**config.mk**
```make
export PLATFORM = sky130hd
export DESIGN_NAME = qar_mmio_initiator
export DESIGN_NICKNAME = d
export VERILOG_FILES = /design/src/rtl/qar_mmio_initiator.sv
export SDC_FILE = /design/constraint.sdc
export NUM_CORES = 1
export LEC_CHECK = 0
export CORE_MARGIN = 2
export CORE_UTILIZATION = 50
export CTS_CLUSTER_SIZE = 25
export DETAILED_ROUTE_END_ITERATION = 10
export DONT_BUFFER_PORTS = 1
export PLACE_DENSITY = 0.68
export SYNTH_ARGS = -nofsm -noshare
export SYNTH_HDL_FRONTEND = slang
export SYNTH_SLANG_ARGS = --single-unit
```
**constraint.sdc**
```tcl
create_clock -name clk -period 4.3 [get_ports clk]
set_input_delay 0.215 -clock clk [delete_from_list [all_inputs] [get_ports clk]]
set_output_delay 0.215 -clock clk [all_outputs]
set_load 0.02 [all_outputs]
```
**src/rtl/qar_mmio_initiator.sv**
```systemverilog
// Host-to-peripheral register initiator: sequences read, write and atomic set/clear-bit
// RMW commands onto the QAR word-addressed port, one command in flight, one response each.
module qar_mmio_initiator #(
    parameter int ADDR_W   = 5,
    parameter int DATA_W   = 32,
    parameter int MAX_ADDR = 11,
    parameter int RD_LAT   = 1
) (
    input  logic              clk,
    input  logic              rst,
    input  logic              cmd_valid,
    output logic              cmd_ready,
    input  logic [1:0]        cmd_op,
    input  logic [ADDR_W-1:0] cmd_addr,
    input  logic [DATA_W-1:0] cmd_data,
    output logic              rsp_valid,
    input  logic              rsp_ready,
    output logic [DATA_W-1:0] rsp_data,
    output logic              rsp_err,
    output logic              write_en,
    output logic              read_en,
    output logic [ADDR_W-1:0] addr_word,
    output logic [DATA_W-1:0] wdata,
    input  logic [DATA_W-1:0] rdata,
    output logic              busy
);

    typedef enum logic [2:0] {IDLE, RD_ISSUE, RD_WAIT, WR_ISSUE, RESP} state_t;

    localparam logic [1:0]        OP_RD    = 2'b00;
    localparam logic [1:0]        OP_WR    = 2'b01;
    localparam logic [1:0]        OP_SET   = 2'b10;
    localparam logic [ADDR_W-1:0] MAX_A    = ADDR_W'(MAX_ADDR);
    localparam logic [1:0]        LAST_CNT = 2'((RD_LAT > 0) ? RD_LAT - 1 : 0);

    state_t              state_q, state_d;
    logic [1:0]          op_q, op_d;
    logic [DATA_W-1:0]   mask_q, mask_d;
    logic [DATA_W-1:0]   res_q, res_d;
    logic [1:0]          cnt_q, cnt_d;
    logic                cmd_ready_q, cmd_ready_d;
    logic                rsp_valid_q, rsp_valid_d;
    logic [DATA_W-1:0]   rsp_data_q, rsp_data_d;
    logic                rsp_err_q, rsp_err_d;
    logic                write_en_q, write_en_d;
    logic                read_en_q, read_en_d;
    logic [ADDR_W-1:0]   addr_q, addr_d;
    logic [DATA_W-1:0]   wdata_q, wdata_d;
    logic                busy_q, busy_d;
    logic                rd_done;

    always_comb begin
        state_d     = state_q;
        op_d        = op_q;
        mask_d      = mask_q;
        res_d       = res_q;
        cnt_d       = cnt_q;
        cmd_ready_d = cmd_ready_q;
        rsp_valid_d = rsp_valid_q;
        rsp_data_d  = rsp_data_q;
        rsp_err_d   = rsp_err_q;
        write_en_d  = 1'b0;
        read_en_d   = 1'b0;
        addr_d      = addr_q;
        wdata_d     = wdata_q;
        rd_done     = 1'b0;

        unique case (state_q)
            IDLE: begin
                if (cmd_valid && cmd_ready_q) begin
                    cmd_ready_d = 1'b0;
                    op_d        = cmd_op;
                    mask_d      = cmd_data;
                    if (cmd_addr > MAX_A) begin
                        // Rejected command: answer directly, never touch the bus.
                        state_d     = RESP;
                        rsp_valid_d = 1'b1;
                        rsp_err_d   = 1'b1;
                        rsp_data_d  = '0;
                    end else if (cmd_op == OP_WR) begin
                        state_d    = WR_ISSUE;
                        write_en_d = 1'b1;
                        addr_d     = cmd_addr;
                        wdata_d    = cmd_data;
                        res_d      = cmd_data;
                    end else begin
                        state_d   = RD_ISSUE;
                        read_en_d = 1'b1;
                        addr_d    = cmd_addr;
                    end
                end
            end
            RD_ISSUE: begin
                if (RD_LAT == 0) begin
                    rd_done = 1'b1;
                end else begin
                    state_d = RD_WAIT;
                    cnt_d   = '0;
                end
            end
            RD_WAIT: begin
                if (cnt_q == LAST_CNT) rd_done = 1'b1;
                else                   cnt_d   = cnt_q + 2'd1;
            end
            WR_ISSUE: begin
                state_d     = RESP;
                rsp_valid_d = 1'b1;
                rsp_err_d   = 1'b0;
                rsp_data_d  = res_q;
            end
            RESP: begin
                if (rsp_ready) begin
                    state_d     = IDLE;
                    rsp_valid_d = 1'b0;
                    cmd_ready_d = 1'b1;
                end
            end
            default: state_d = IDLE;
        endcase

        // Read data capture: plain reads respond, RMW ops schedule the modified write.
        if (rd_done) begin
            if (op_q == OP_RD) begin
                state_d     = RESP;
                rsp_valid_d = 1'b1;
                rsp_err_d   = 1'b0;
                rsp_data_d  = rdata;
            end else begin
                state_d    = WR_ISSUE;
                write_en_d = 1'b1;
                res_d      = rdata;
                wdata_d    = (op_q == OP_SET) ? (rdata | mask_q) : (rdata & ~mask_q);
            end
        end

        busy_d = (state_d != IDLE);
    end

    always_ff @(posedge clk or posedge rst) begin
        if (rst) begin
            state_q     <= IDLE;
            op_q        <= OP_RD;
            mask_q      <= '0;
            res_q       <= '0;
            cnt_q       <= '0;
            cmd_ready_q <= 1'b1;
            rsp_valid_q <= 1'b0;
            rsp_data_q  <= '0;
            rsp_err_q   <= 1'b0;
            write_en_q  <= 1'b0;
            read_en_q   <= 1'b0;
            addr_q      <= '0;
            wdata_q     <= '0;
            busy_q      <= 1'b0;
        end else begin
            state_q     <= state_d;
            op_q        <= op_d;
            mask_q      <= mask_d;
            res_q       <= res_d;
            cnt_q       <= cnt_d;
            cmd_ready_q <= cmd_ready_d;
            rsp_valid_q <= rsp_valid_d;
            rsp_data_q  <= rsp_data_d;
            rsp_err_q   <= rsp_err_d;
            write_en_q  <= write_en_d;
            read_en_q   <= read_en_d;
            addr_q      <= addr_d;
            wdata_q     <= wdata_d;
            busy_q      <= busy_d;
        end
    end

    assign cmd_ready = cmd_ready_q;
    assign rsp_valid = rsp_valid_q;
    assign rsp_data  = rsp_data_q;
    assign rsp_err   = rsp_err_q;
    assign write_en  = write_en_q;
    assign read_en   = read_en_q;
    assign addr_word = addr_q;
    assign wdata     = wdata_q;
    assign busy      = busy_q;

endmodule

```
* Word-level counts from Yosys, hierarchy flattened
Index checks and enable logic that the tools add are counted.
Word-level totals: register bits after elaboration 146, bits of input ports 75, word-level logic and storage cells 93
Cells by class: $add $sub $neg 1, order comparisons 1, equality and inequality tests 9, muxes and demuxes 53, bitwise gates (word level) 4, reductions and logical operators 11
Operators with widths (number):
- $mux 32 | 17
- $pmux 32 s2 | 1
- $and 32x32->32 | 1
- $not 32->32 | 1
- $or 32x32->32 | 1
- $mux 1 | 23
- $mux 3 | 5
- $pmux 3 s5 | 1
- $eq 3x2->1 const B | 2
- $ne 2x2->1 const B | 3
- $reduce_and 3->1 | 2
- $gt 5x4->1 const B | 1
- $logic_not 2->1 | 2
- $mux 2 | 2
- $pmux 1 s2 | 2
- $pmux 2 s2 | 1
- $reduce_and 2->1 | 2
- $reduce_bool 2->1 | 2
- $eq 3x1->1 const B | 1
- $eq 3x3->1 const B | 1
- $logic_not 3->1 | 1
- $pmux 1 s3 | 1
- $reduce_bool 3->1 | 1
- $add 2x1->2 const B | 1
- 4 further kinds | 4

* Depth between registers and ports, before layout
word-level depth 7, gate-level depth with buffers 8

* Worst setup path before layout
No wires, ideal clock.
kind reg-to-reg, from register cmd_ready_q, in the netlist cmd_ready, to register mask_q[0], arrival 1.586 ns, required time 4.175 ns, setup slack 2.589 ns, stages on the path, launching flop included 6, path buffers 2, clock period less this slack 1.711 ns, cells stage by stage dfstp_2 -> nand4bb_1 -> nor2_2 -> buf_4 -> buf_6 -> mux2_2
On the way: word-level cells in the longest chain between the ends 2
Ends and longest elaborated chain:
- start: declaration | line 41 | logic cmd_ready_q, cmd_ready_d;
- start signal: assignment | line 161 | cmd_ready_q <= cmd_ready_d;
- $logic_and 1x1->1 | line 70 | if (cmd_valid && cmd_ready_q) begin
- $reduce_and 2->1 (no line)
- end signal: assignment | line 158 | mask_q <= mask_d;
- end: declaration | line 38 | logic [DATA_W-1:0] mask_q, mask_d;
Every way passes these cells. A chain may end at the register's enable or synchronous reset.

* Worst setup path after layout
from register op_q[0], to register res_q[25]
On the way: word-level cells in the longest chain between the ends 3
Ends and longest elaborated chain:
- start: declaration | line 37 | logic [1:0] op_q, op_d;
- start signal: assignment | line 157 | op_q <= op_d;
- $logic_not 2->1 | line 123 | if (op_q == OP_RD) begin
- $mux 32 | line 123
- $mux 32 | line 122 | if (rd_done) begin
- net res_d[25] | line 39 | logic [DATA_W-1:0] res_q, res_d;
- end signal: assignment | line 159 | res_q <= res_d;
- end: declaration | line 39
The timed path passes the listed nets, and every way through them passes these cells.

==> results_dict.tcl <==
set metrics [dict create \
    status "finished clean" \
    power.density_nw_per_um2 775 \
    grt_use_total 0.254 \
    tightest_slew_ns 1.05 \
    setup_violations 0 \
    syn-mean-instance-area_um2 10.8 \
    peakVddDrop_mv 0.381 \
    drt_pass1_iterations 5 \
    drv_slew 0 \
    synth_cell_types 43 \
    regArea_um2 3650 \
    wl_per_cell_um 20.1 \
    syn_nets 684 \
    pin_count 150 \
    drc 0 \
    syn2layout_area_growth_pct 21.0 \
    slowest_stage "dfrtp_1" \
    drtIter0Drc 450 \
    synth_top_area_frac 0.551 \
    grt_pass1_vias 5296 \
    critical_path_required_ns 4.66 \
    drv_cap 0 \
    syn-instance-count 608 \
    synth.largest_area_cell "dfrtp_1" \
    path_clk_slew_ns 0.06 \
    hold_violations 0 \
    cts_resized 0 \
    total_leakage_power_uw 0.00375 \
    avgViaCountPerCell 5.96 \
    port_buffers 0 \
    reg2reg_slack_ns 1.32 \
    place.gp.congestion 0.797 \
    dpl.cell_count 746 \
    worst_setup_path_end_kind "register" \
    synth_area_leaders "dfrtp_1 (55%), mux2_2 (6.5%), nand2_1 (5.5%)" \
    vias 5101 \
    fin_setup_tns_ns 0 \
    hpwl_um 10000 \
    clock-root-buffer "clkbuf_16" \
    tritoncts "built" \
    grt_pass1_wl_um 27900 \
    cts_max_path_buffers 2 \
    ys_seq_elements 146 \
    synth_edf_count 0 \
    fin_crit_ns 2.98 \
    critPathKind "register to register" \
    hold_ws_ns 0.0100 \
    slowest_delay_ns 1.02 \
    die_area_um2 14100 \
    antenna_found_initial 0 \
    crit_buf_inv 1 \
    initial_core_util 0.518 \
    max_freq_mhz 336 \
    synth-seq-area-share 0.555 \
    worstPathMaxFanout 33 \
    antenna_left 0 \
    die_y_um 119 \
    finalWirelength_um 17200 \
    setup_ws_ns 1.32 \
    diodes 0 \
    fin_cells 856 \
    cts_buffers 17 \
    rsz0062_at_grt "false" \
    grt_max_degree 114 \
    dp_slack_ns 1.54 \
    nNetsFinal 749 \
    yosysMostFrequentCell "dfrtp_1" \
    h-tree-depth 4 \
    cp.arrival_ns 3.34 \
    gr-total-overflow 0 \
    slew_headroom 0.296 \
    fin_crit_sh 0.692 \
    critPathLaunchType "register" \
    async_flop_share 1.00 \
    cts_sinks 146 \
    drive_gt1_frac 0.151 \
    synth-main-ff-cell "dfrtp_1" \
    rows 41 \
    finClkSkew_ns 0.00672 \
    fillCellCount 1031 \
    crit_chain "nor2_1 > nor2_4 > nand2_1 > nand3_1 > dlygate4sd3_1" \
    final_util 0.626 \
    clk_latency_ns 0.42 \
    syn_area_um2 6580 \
    min_path_type "input port to register" \
    synthTopCellsByCount "dfrtp_1 (145), nand2_1 (97), nor2_1 (54)" \
    die_x_um 119 \
    multi_input_area_um2 2620 \
    crit_family "simple AND/OR/NAND/NOR gates" \
    core_area_um2 12700 \
    synth_warnings 0 \
]
worst reg2reg max path, cell delays in order (launching register included):
cell	delay, ns
dfrtp_1	1.02
nor2_1	0.21
nor2_4	0.87
nand2_1	0.13
nand3_1	0.13
dlygate4sd3_1	0.55
kinds of logic (layout without fill, tap and decap cells):
family                   Yosys count  count (layout)  synth area share
multiplexers                      45              45            0.0756
buffers and inverters             54             130            0.0487
AND/OR/NAND/NOR                  186             186             0.126
adder cells (fa/ha/maj)            1               1           0.00190
flip-flops                       146             146             0.555
AO/OA/AOI/OAI                    176             176             0.193
cells in the final DEF, fill, tap and decap left out, types with 17 or more instances in the layout:
cell	count
mux2_2	38
nor2_1	54
nand2_1	97
a22o_1	32
dfrtp_1	145
a21o_1	33
dlygate4sd3_1	80
clkbuf_16	17
a31oi_1	25
a21oi_1	35
o21ai_0	17
power by group:
group / internal [µW] / total (µW) / switching, µW / leakage, µW
registers: 2020 / 2930 / 905 / 0.00175
logic: 882 / 1810 / 928 / 0.00172
clock network: 873 / 1430 / 560 / 0.000274
layout make-up:
type                       count  area share
multi-input combinational    408       0.329
clock inverter                10      0.0140
sequential                   146       0.459
timing repair buffer          87       0.107
clock buffer                  20      0.0573
inverter                      13     0.00675
tap                          172      0.0270
registers in the layout, indices dropped and copies added, names as in the netlist:
| register | cells |
|---|---|
| write_en | 1 |
| op_q | 2 |
| cnt_q | 2 |
| rsp_err | 1 |
| busy | 1 |
| cmd_ready | 1 |
| rsp_valid | 1 |
| addr_word | 5 |
| res_q | 32 |
| wdata | 32 |
| mask_q | 32 |
| read_en | 1 |
| rsp_data | 32 |
| state_q | 3 |
worst paths after layout:
| path | startpoint | to | depth (start not counted) |
|---|---|---|---|
| max | op_q[0] | res_q[25] | 5 |
| min | rdata[28] | rsp_data[28] | 2 |
| max reg2reg | op_q[0] | res_q[25] | 5 |
| max in group asynchronous | rst | addr_word[0] | 3 |
| min reg2reg | cnt_q[1] | cnt_q[1] | 2 |
| min in group asynchronous | rst | rsp_data[3] | 2 |
metal layers:
layer | share of wire | global-route usage | wire length [µm] | vias up
met1 | 0.41 | 0.319 | 7060 | 2571
met2 | 0.50 | 0.411 | 8560 | 213
met4 | 0.019 | 0.0930 | 327 | 0
li1 | - | - | - | 2285
met3 | 0.075 | 0.0806 | 1290 | 32
met5 | 0 | 0 | 0 | -
per-stage QoR:
step           cell area [µm²]  total power (µW)
2_1_floorplan             6580              4220
3_3_place_gp              6600              4490
3_5_place_dp              6600              4600
4_1_cts                   7970              6170
5_1_grt                   7970              6550
6_report                  7970              6170
repair_timing:
item,CTS,global route
hold buffers,80,0
endpoints found under the hold margin,221,0
buffers inserted,0,0
Power figures use the tool's default switching activity.
